<file path="src/rtl/ctrl_pkg.sv">
`default_nettype none
// +----------------------------------------------------------------------+
// | Module      : ctrl_pkg                                               |
// | Description : Shared encodings for the multicycle controller: FSM    |
// |               state, instruction class, major opcodes, ALUop codes.  |
// | Revision    : 1.0  initial release                                   |
// +----------------------------------------------------------------------+
package ctrl_pkg;

   typedef enum logic [2:0] {
      ST_FETCH  = 3'd0,
      ST_DECODE = 3'd1,
      ST_EXEC   = 3'd2,
      ST_MEM    = 3'd3,
      ST_WB     = 3'd4,
      ST_TRAP   = 3'd5
   } state_t;

   typedef enum logic [2:0] {
      CLS_R  = 3'd0,
      CLS_I  = 3'd1,
      CLS_LW = 3'd2,
      CLS_SW = 3'd3,
      CLS_BR = 3'd4
   } instr_class_t;

   localparam logic [6:0] C_OP_R  = 7'b0110011;
   localparam logic [6:0] C_OP_I  = 7'b0010011;
   localparam logic [6:0] C_OP_LW = 7'b0000011;
   localparam logic [6:0] C_OP_SW = 7'b0100011;
   localparam logic [6:0] C_OP_BR = 7'b1100011;

   localparam logic [1:0] C_ALUOP_ADD   = 2'b00;
   localparam logic [1:0] C_ALUOP_SUB   = 2'b01;
   localparam logic [1:0] C_ALUOP_FUNCT = 2'b10;

endpackage
`default_nettype wire

</file>
<file path="src/rtl/ctrl_decode.sv">
`default_nettype none
// +----------------------------------------------------------------------+
// | Module      : ctrl_decode                                            |
// | Description : Combinational opcode-to-class decoder.                 |
// | Ports       : opcode [6:0] in  - instruction bits [6:0]              |
// |               cls          out - decoded instruction class           |
// |               legal        out - 1 when opcode is a supported class  |
// | Revision    : 1.0  initial release                                   |
// +----------------------------------------------------------------------+
module ctrl_decode
   import ctrl_pkg::*;
(
   input  logic [6:0]   opcode,
   output instr_class_t cls,
   output logic         legal
);

   always_comb begin
      cls   = CLS_R;
      legal = 1'b1;
      case (opcode)
         C_OP_R:  cls = CLS_R;
         C_OP_I:  cls = CLS_I;
         C_OP_LW: cls = CLS_LW;
         C_OP_SW: cls = CLS_SW;
         C_OP_BR: cls = CLS_BR;
         default: legal = 1'b0;
      endcase
   end

endmodule
`default_nettype wire

</file>
<file path="src/rtl/multicycle_ctrl.sv">
`default_nettype none
// +----------------------------------------------------------------------+
// | Module      : multicycle_ctrl                                        |
// | Description : Multicycle CPU control FSM (FETCH/DECODE/EXEC/MEM/WB/  |
// |               TRAP) with instruction-class latch and retire counter. |
// | Ports       : clk, rst_n (async, active low)                         |
// |               opcode, funct3, zero        - instruction / ALU inputs |
// |               imem_req/imem_ready         - fetch handshake          |
// |               dmem_req/dmem_we/dmem_ready - data-memory handshake    |
// |               IRWrite, PCWrite, PCsel, ALUsrc, ALUop, RegWrite,      |
// |               MemtoReg                    - datapath controls        |
// |               illegal, retire_cnt         - status                   |
// | Revision    : 1.0  initial release                                   |
// +----------------------------------------------------------------------+
module multicycle_ctrl
   import ctrl_pkg::*;
(
   input  logic        clk,
   input  logic        rst_n,
   input  logic [6:0]  opcode,
   input  logic [2:0]  funct3,
   input  logic        zero,
   output logic        imem_req,
   input  logic        imem_ready,
   output logic        dmem_req,
   output logic        dmem_we,
   input  logic        dmem_ready,
   output logic        IRWrite,
   output logic        PCWrite,
   output logic        PCsel,
   output logic        ALUsrc,
   output logic [1:0]  ALUop,
   output logic        RegWrite,
   output logic        MemtoReg,
   output logic        illegal,
   output logic [31:0] retire_cnt
);

   state_t       r_state;
   instr_class_t r_cls;
   logic         r_active;
   logic [31:0]  r_retire_cnt;

   instr_class_t w_dec_cls;
   logic         w_dec_legal;
   logic         w_unused_funct3;

   // Only funct3[0] (BEQ/BNE select) matters to the controller.
   assign w_unused_funct3 = ^funct3[2:1];

   ctrl_decode u_decode (
      .opcode (opcode),
      .cls    (w_dec_cls),
      .legal  (w_dec_legal)
   );

   // r_active stays low from reset until the first rising edge after
   // release; this keeps every output at 0 while rst_n is low and makes
   // the first post-reset edge the one that starts FETCH.
   always_ff @(posedge clk or negedge rst_n) begin
      if (!rst_n) begin
         r_state      <= ST_FETCH;
         r_cls        <= CLS_R;
         r_active     <= 1'b0;
         r_retire_cnt <= 32'd0;
      end else begin
         r_active <= 1'b1;
         if (PCWrite) begin
            r_retire_cnt <= r_retire_cnt + 32'd1;
         end
         if (r_active) begin
            case (r_state)
               ST_FETCH: begin
                  if (imem_ready) begin
                     r_state <= ST_DECODE;
                  end
               end
               ST_DECODE: begin
                  if (w_dec_legal) begin
                     r_cls   <= w_dec_cls;
                     r_state <= ST_EXEC;
                  end else begin
                     r_state <= ST_TRAP;
                  end
               end
               ST_EXEC: begin
                  case (r_cls)
                     CLS_R, CLS_I:   r_state <= ST_WB;
                     CLS_LW, CLS_SW: r_state <= ST_MEM;
                     default:        r_state <= ST_FETCH;
                  endcase
               end
               ST_MEM: begin
                  if (dmem_ready) begin
                     r_state <= (r_cls == CLS_SW) ? ST_FETCH : ST_WB;
                  end
               end
               ST_WB:   r_state <= ST_FETCH;
               ST_TRAP: r_state <= ST_TRAP;
               default: r_state <= ST_FETCH;
            endcase
         end
      end
   end

   // Outputs decode from the state register; the ready-qualified strobes
   // (IRWrite, SW PCWrite) and the branch decision depend on inputs
   // sampled in the same cycle.
   always_comb begin
      imem_req = 1'b0;
      dmem_req = 1'b0;
      dmem_we  = 1'b0;
      IRWrite  = 1'b0;
      PCWrite  = 1'b0;
      PCsel    = 1'b0;
      ALUsrc   = 1'b0;
      ALUop    = C_ALUOP_ADD;
      RegWrite = 1'b0;
      MemtoReg = 1'b0;
      if (r_active) begin
         case (r_state)
            ST_FETCH: begin
               imem_req = 1'b1;
               IRWrite  = imem_ready;
            end
            ST_EXEC: begin
               case (r_cls)
                  CLS_R: begin
                     ALUop = C_ALUOP_FUNCT;
                  end
                  CLS_I: begin
                     ALUsrc = 1'b1;
                     ALUop  = C_ALUOP_FUNCT;
                  end
                  CLS_LW, CLS_SW: begin
                     ALUsrc = 1'b1;
                     ALUop  = C_ALUOP_ADD;
                  end
                  CLS_BR: begin
                     ALUop   = C_ALUOP_SUB;
                     PCWrite = 1'b1;
                     // BEQ takes on zero=1, BNE on zero=0.
                     PCsel   = zero ^ funct3[0];
                  end
                  default: begin
                     ALUop = C_ALUOP_ADD;
                  end
               endcase
            end
            ST_MEM: begin
               dmem_req = 1'b1;
               dmem_we  = (r_cls == CLS_SW);
               ALUsrc   = 1'b1;
               ALUop    = C_ALUOP_ADD;
               PCWrite  = dmem_ready && (r_cls == CLS_SW);
            end
            ST_WB: begin
               RegWrite = 1'b1;
               MemtoReg = (r_cls == CLS_LW);
               PCWrite  = 1'b1;
            end
            default: begin
               imem_req = 1'b0;
            end
         endcase
      end
   end

   assign illegal    = (r_state == ST_TRAP);
   assign retire_cnt = r_retire_cnt;

endmodule
`default_nettype wire
</file>
<file path="config.mk">
export PLATFORM = sky130hd
export DESIGN_NAME = multicycle_ctrl
export DESIGN_NICKNAME = d
export VERILOG_FILES = /design/src/rtl/ctrl_pkg.sv /design/src/rtl/ctrl_decode.sv /design/src/rtl/multicycle_ctrl.sv
export SDC_FILE = /design/constraint.sdc
export NUM_CORES = 1
export LEC_CHECK = 0
export BUFFER_PORTS_ARGS = -buffer_cell sky130_fd_sc_hd__buf_2
export CAP_MARGIN = 15
export CORE_UTILIZATION = 44
export DETAILED_ROUTE_END_ITERATION = 8
export PLACE_DENSITY = 0.78
export SLEW_MARGIN = 20
export SYNTH_ARGS = -nofsm -noshare
export SYNTH_HDL_FRONTEND = slang
export SYNTH_HIERARCHICAL = 1
export SYNTH_SLANG_ARGS = --single-unit
</file>
<file path="constraint.sdc">
create_clock -name clk -period 2.2 [get_ports clk]
set_input_delay 0.22 -clock clk [delete_from_list [all_inputs] [get_ports clk]]
set_output_delay 0.22 -clock clk [all_outputs]
set_load 0.005 [all_outputs]
</file>
==> results.ini <==
[power]
vdd_drop_max_uv = 297.6
switching_share = 0.2984
netSwitchingPower_mw = 0.4663
p_int_mw = 1.096
seqPwrFrac = 0.536
p_leak_nw = 1.320
clkPwrFrac = 0.300
p_per_area_nw_per_um2 = 613.0
p_comb_frac = 0.164

[min_path]
hp-class = in2async

[synthesis]
ys_warn_count = 6
synthSimpleGateAreaFrac = 0.2900
synthAdderAreaFrac = 0.005858
yosys-mux-area-fraction = 0.01582
yosys-top-cells-area = dfrtp_1 46%, xor2_1 7.0%, xnor2_1 6.6%
ys_types = 47
synthXorXnorAreaFrac = 0.1353
yosys.area.top_type = dfrtp_1
synth_area_um2 = 2136
synth-compound-area-share = 0.05975
yosys_most_used_dff = dfrtp_1
synth_top_area_frac = 0.4569
avgSynthCellArea_um2 = 10.57
ys_seq_area_frac = 0.4569
synth-edff-count = 0
synth_top_family_by_area = simple AND/OR/NAND/NOR gates
synthCells = 202
synthArstFlopShare = 1.000
ys_seq_elements = 39
synth_nets = 218

[timing]
totalNegativeSetupSlack_ns = 0
max_freq_mhz = 483.6
max_slew.worst_pin.slew_ns = 0.8427
hold_violations = 0
rsz0062_at_grt = false
setup_viol = 0
period_share = 0.9398
timing.hold.ws_ns = 0.02888
final_max_slew_viol_count = 0
finalClockSkew_ns = 0.01150
post-route-min-period_ns = 2.068
relSlewSlack = 0.4382
worst_slack_ns = 0.1324

[clock_network]
cts_sinks = 39
cts.repair.resized = 0
clk_path_buf_depth = 2
cts_made_buffers = 5
clk_pin_slew_worst_paths_ns = 0.08
cts_max_level = 2
post-cts-setup-buffers = 0
ctsHoldBuffers = 0
clock_latency_ns = 0.29
cts_tree = yes
root_buffer = clkbuf_8

[worst_setup_path]
endpoint_kind = output pin
arrival_ns = 1.85
slowest_stage = dfrtp_1
r2r_end = retire_cnt[29]
r2r_cells = 5
critPathMaxStageDelay_ns = 0.47
required_ns = 1.98
reg2reg_slack_ns = 0.27
worstSetupStartpointType = flip-flop
path_buf_inv = 2
cp_top_family = compound AO/OA/AOI/OAI gates
crit_type = reg2out
crit_path_max_fanout = 6
worstPathCellList = and3b_1 > a31o_2 > a21oi_1 > inv_1 > buf_2
r2r_start = r_state[0]

[detailed_routing]
wl_um = 4403
vias_per_cell = 5.330
drcViolationCount = 0
drt-wirelength-per-cell_um = 13.98
antenna_left = 0
vias = 1679
drt_iter0_markers = 96
dr.pass1.iters = 4

[outcome]
status = finished clean

[final_layout]
utilization = 0.5658
layout.nets = 278
final_area_um2 = 2549
n_antenna_cell = 0
areaGrowthSynthToFinish_pct = 19.33
layout_commonest_cell = buf_2
drive_gt1_frac = 0.3156
multi_input_area_um2 = 1086
fill_cells = 405
final-seq-area_um2 = 975.9
final_cell_mix = 56 x buf_2, 39 x dfrtp_1, 17 x xor2_1

[grt]
grt_pass1_vias = 1586
grt_pass1_wl_um = 7369
grt.total_usage = 0.1817
grt_overflow_total = 0
grt_max_degree = 40
antenna_found_initial = 0

[placement]
io_buffers = 56
dpl_cell_area_um2 = 2464
place.gp.congestion = 0.7828
pre_cts_ws_ns = 0.2830
dpl.hpwl_um = 3251

[die]
die_w_um = 71.67
start_util = 0.4742
rows = 24
boundaryPins = 59
die_h_um = 71.67
core_area_um2 = 4504
dieArea_um2 = 5137

[flow_run]
maxCapViolCount = 0

-- worst register-to-register path: stages (launching register included) --
cell and delay [ns]:
dfrtp_1 0.48, and4bb_1 0.46, o211ai_1 0.16, nand4b_1 0.37, nor3_1 0.26, xor2_1 0.16
-- cell usage after synthesis (2+ instances only) --
library cell   n
nor2b_1        5
nor3_1        13
a21oi_1        3
and4_1         3
mux2_2         3
and3_1         4
nand2_1       14
nand4_1        7
nand3_1       10
nor2_1        12
nor3_2         2
xnor2_1       16
nand2b_1       4
buf_2          2
buf_6          2
o21ai_0        3
dfrtp_1       39
and3b_1        3
xor2_1        17
nor4_4         2
clkbuf_1       2
inv_1          7
a31oi_1        3
and2_1         3
-- flip-flops by register name, summed over array words and instances (netlist names) --
name and count:
r_active 1, r_cls 3, r_state 3, retire_cnt 32
-- layout make-up --
cell class,count,area share
sequential,39,0.3829
tap,52,0.02553
clock buffer,6,0.02847
inverter,7,0.01031
timing repair buffer,60,0.1217
clock inverter,2,0.004909
multi-input combinational,149,0.4261
-- metrics by stage --
step / power (mW) / std cells
after floorplan: 1.002 / 202
after global placement: 1.090 / 307
after detailed placement: 1.109 / 307
after CTS: 1.579 / 315
final: 1.562 / 315
after global routing: 1.652 / 315
-- routing by layer --
layer	share of wire	vias to the layer above	wire length (µm)	global-route usage
met5	0	-	0	0
met4	0.012	0	53	0.04575
met3	0.045	7	196	0.03657
met2	0.47	45	2056	0.2872
met1	0.48	800	2097	0.2568
li1	-	827	-	-
-- worst max-delay path by stage --
stage                from        endpoint  slack [ns]  cells after the start
5_1_grt          r_cls[1]         PCWrite        0.01                      5
6_report         r_cls[1]         PCWrite        0.13                      5
4_1_cts          r_cls[1]         PCWrite        0.11                      5
3_3_place_gp   r_state[0]  retire_cnt[29]        0.32                      5
2_1_floorplan  r_state[2]  retire_cnt[30]        0.42                      8
3_5_place_dp   r_state[0]  retire_cnt[29]        0.28                      5
-- cell families after synthesis --
family	after synthesis
simple gates	93
flops	39
xor+xnor	33
compound gates	18
buf+inv	14
mux	3
fa+ha+maj	1
other cells	1
-- power by group through the flow --
stage / Combinational (mW) / Clock [mW] / Sequential (mW)
floorplan: 0.190 / 0 / 0.812
global placement: 0.246 / 0 / 0.844
detailed placement: 0.258 / 0 / 0.851
CTS: 0.259 / 0.483 / 0.837
global route: 0.288 / 0.517 / 0.848
finish: 0.256 / 0.469 / 0.837
Power figures use the tool's default switching activity.
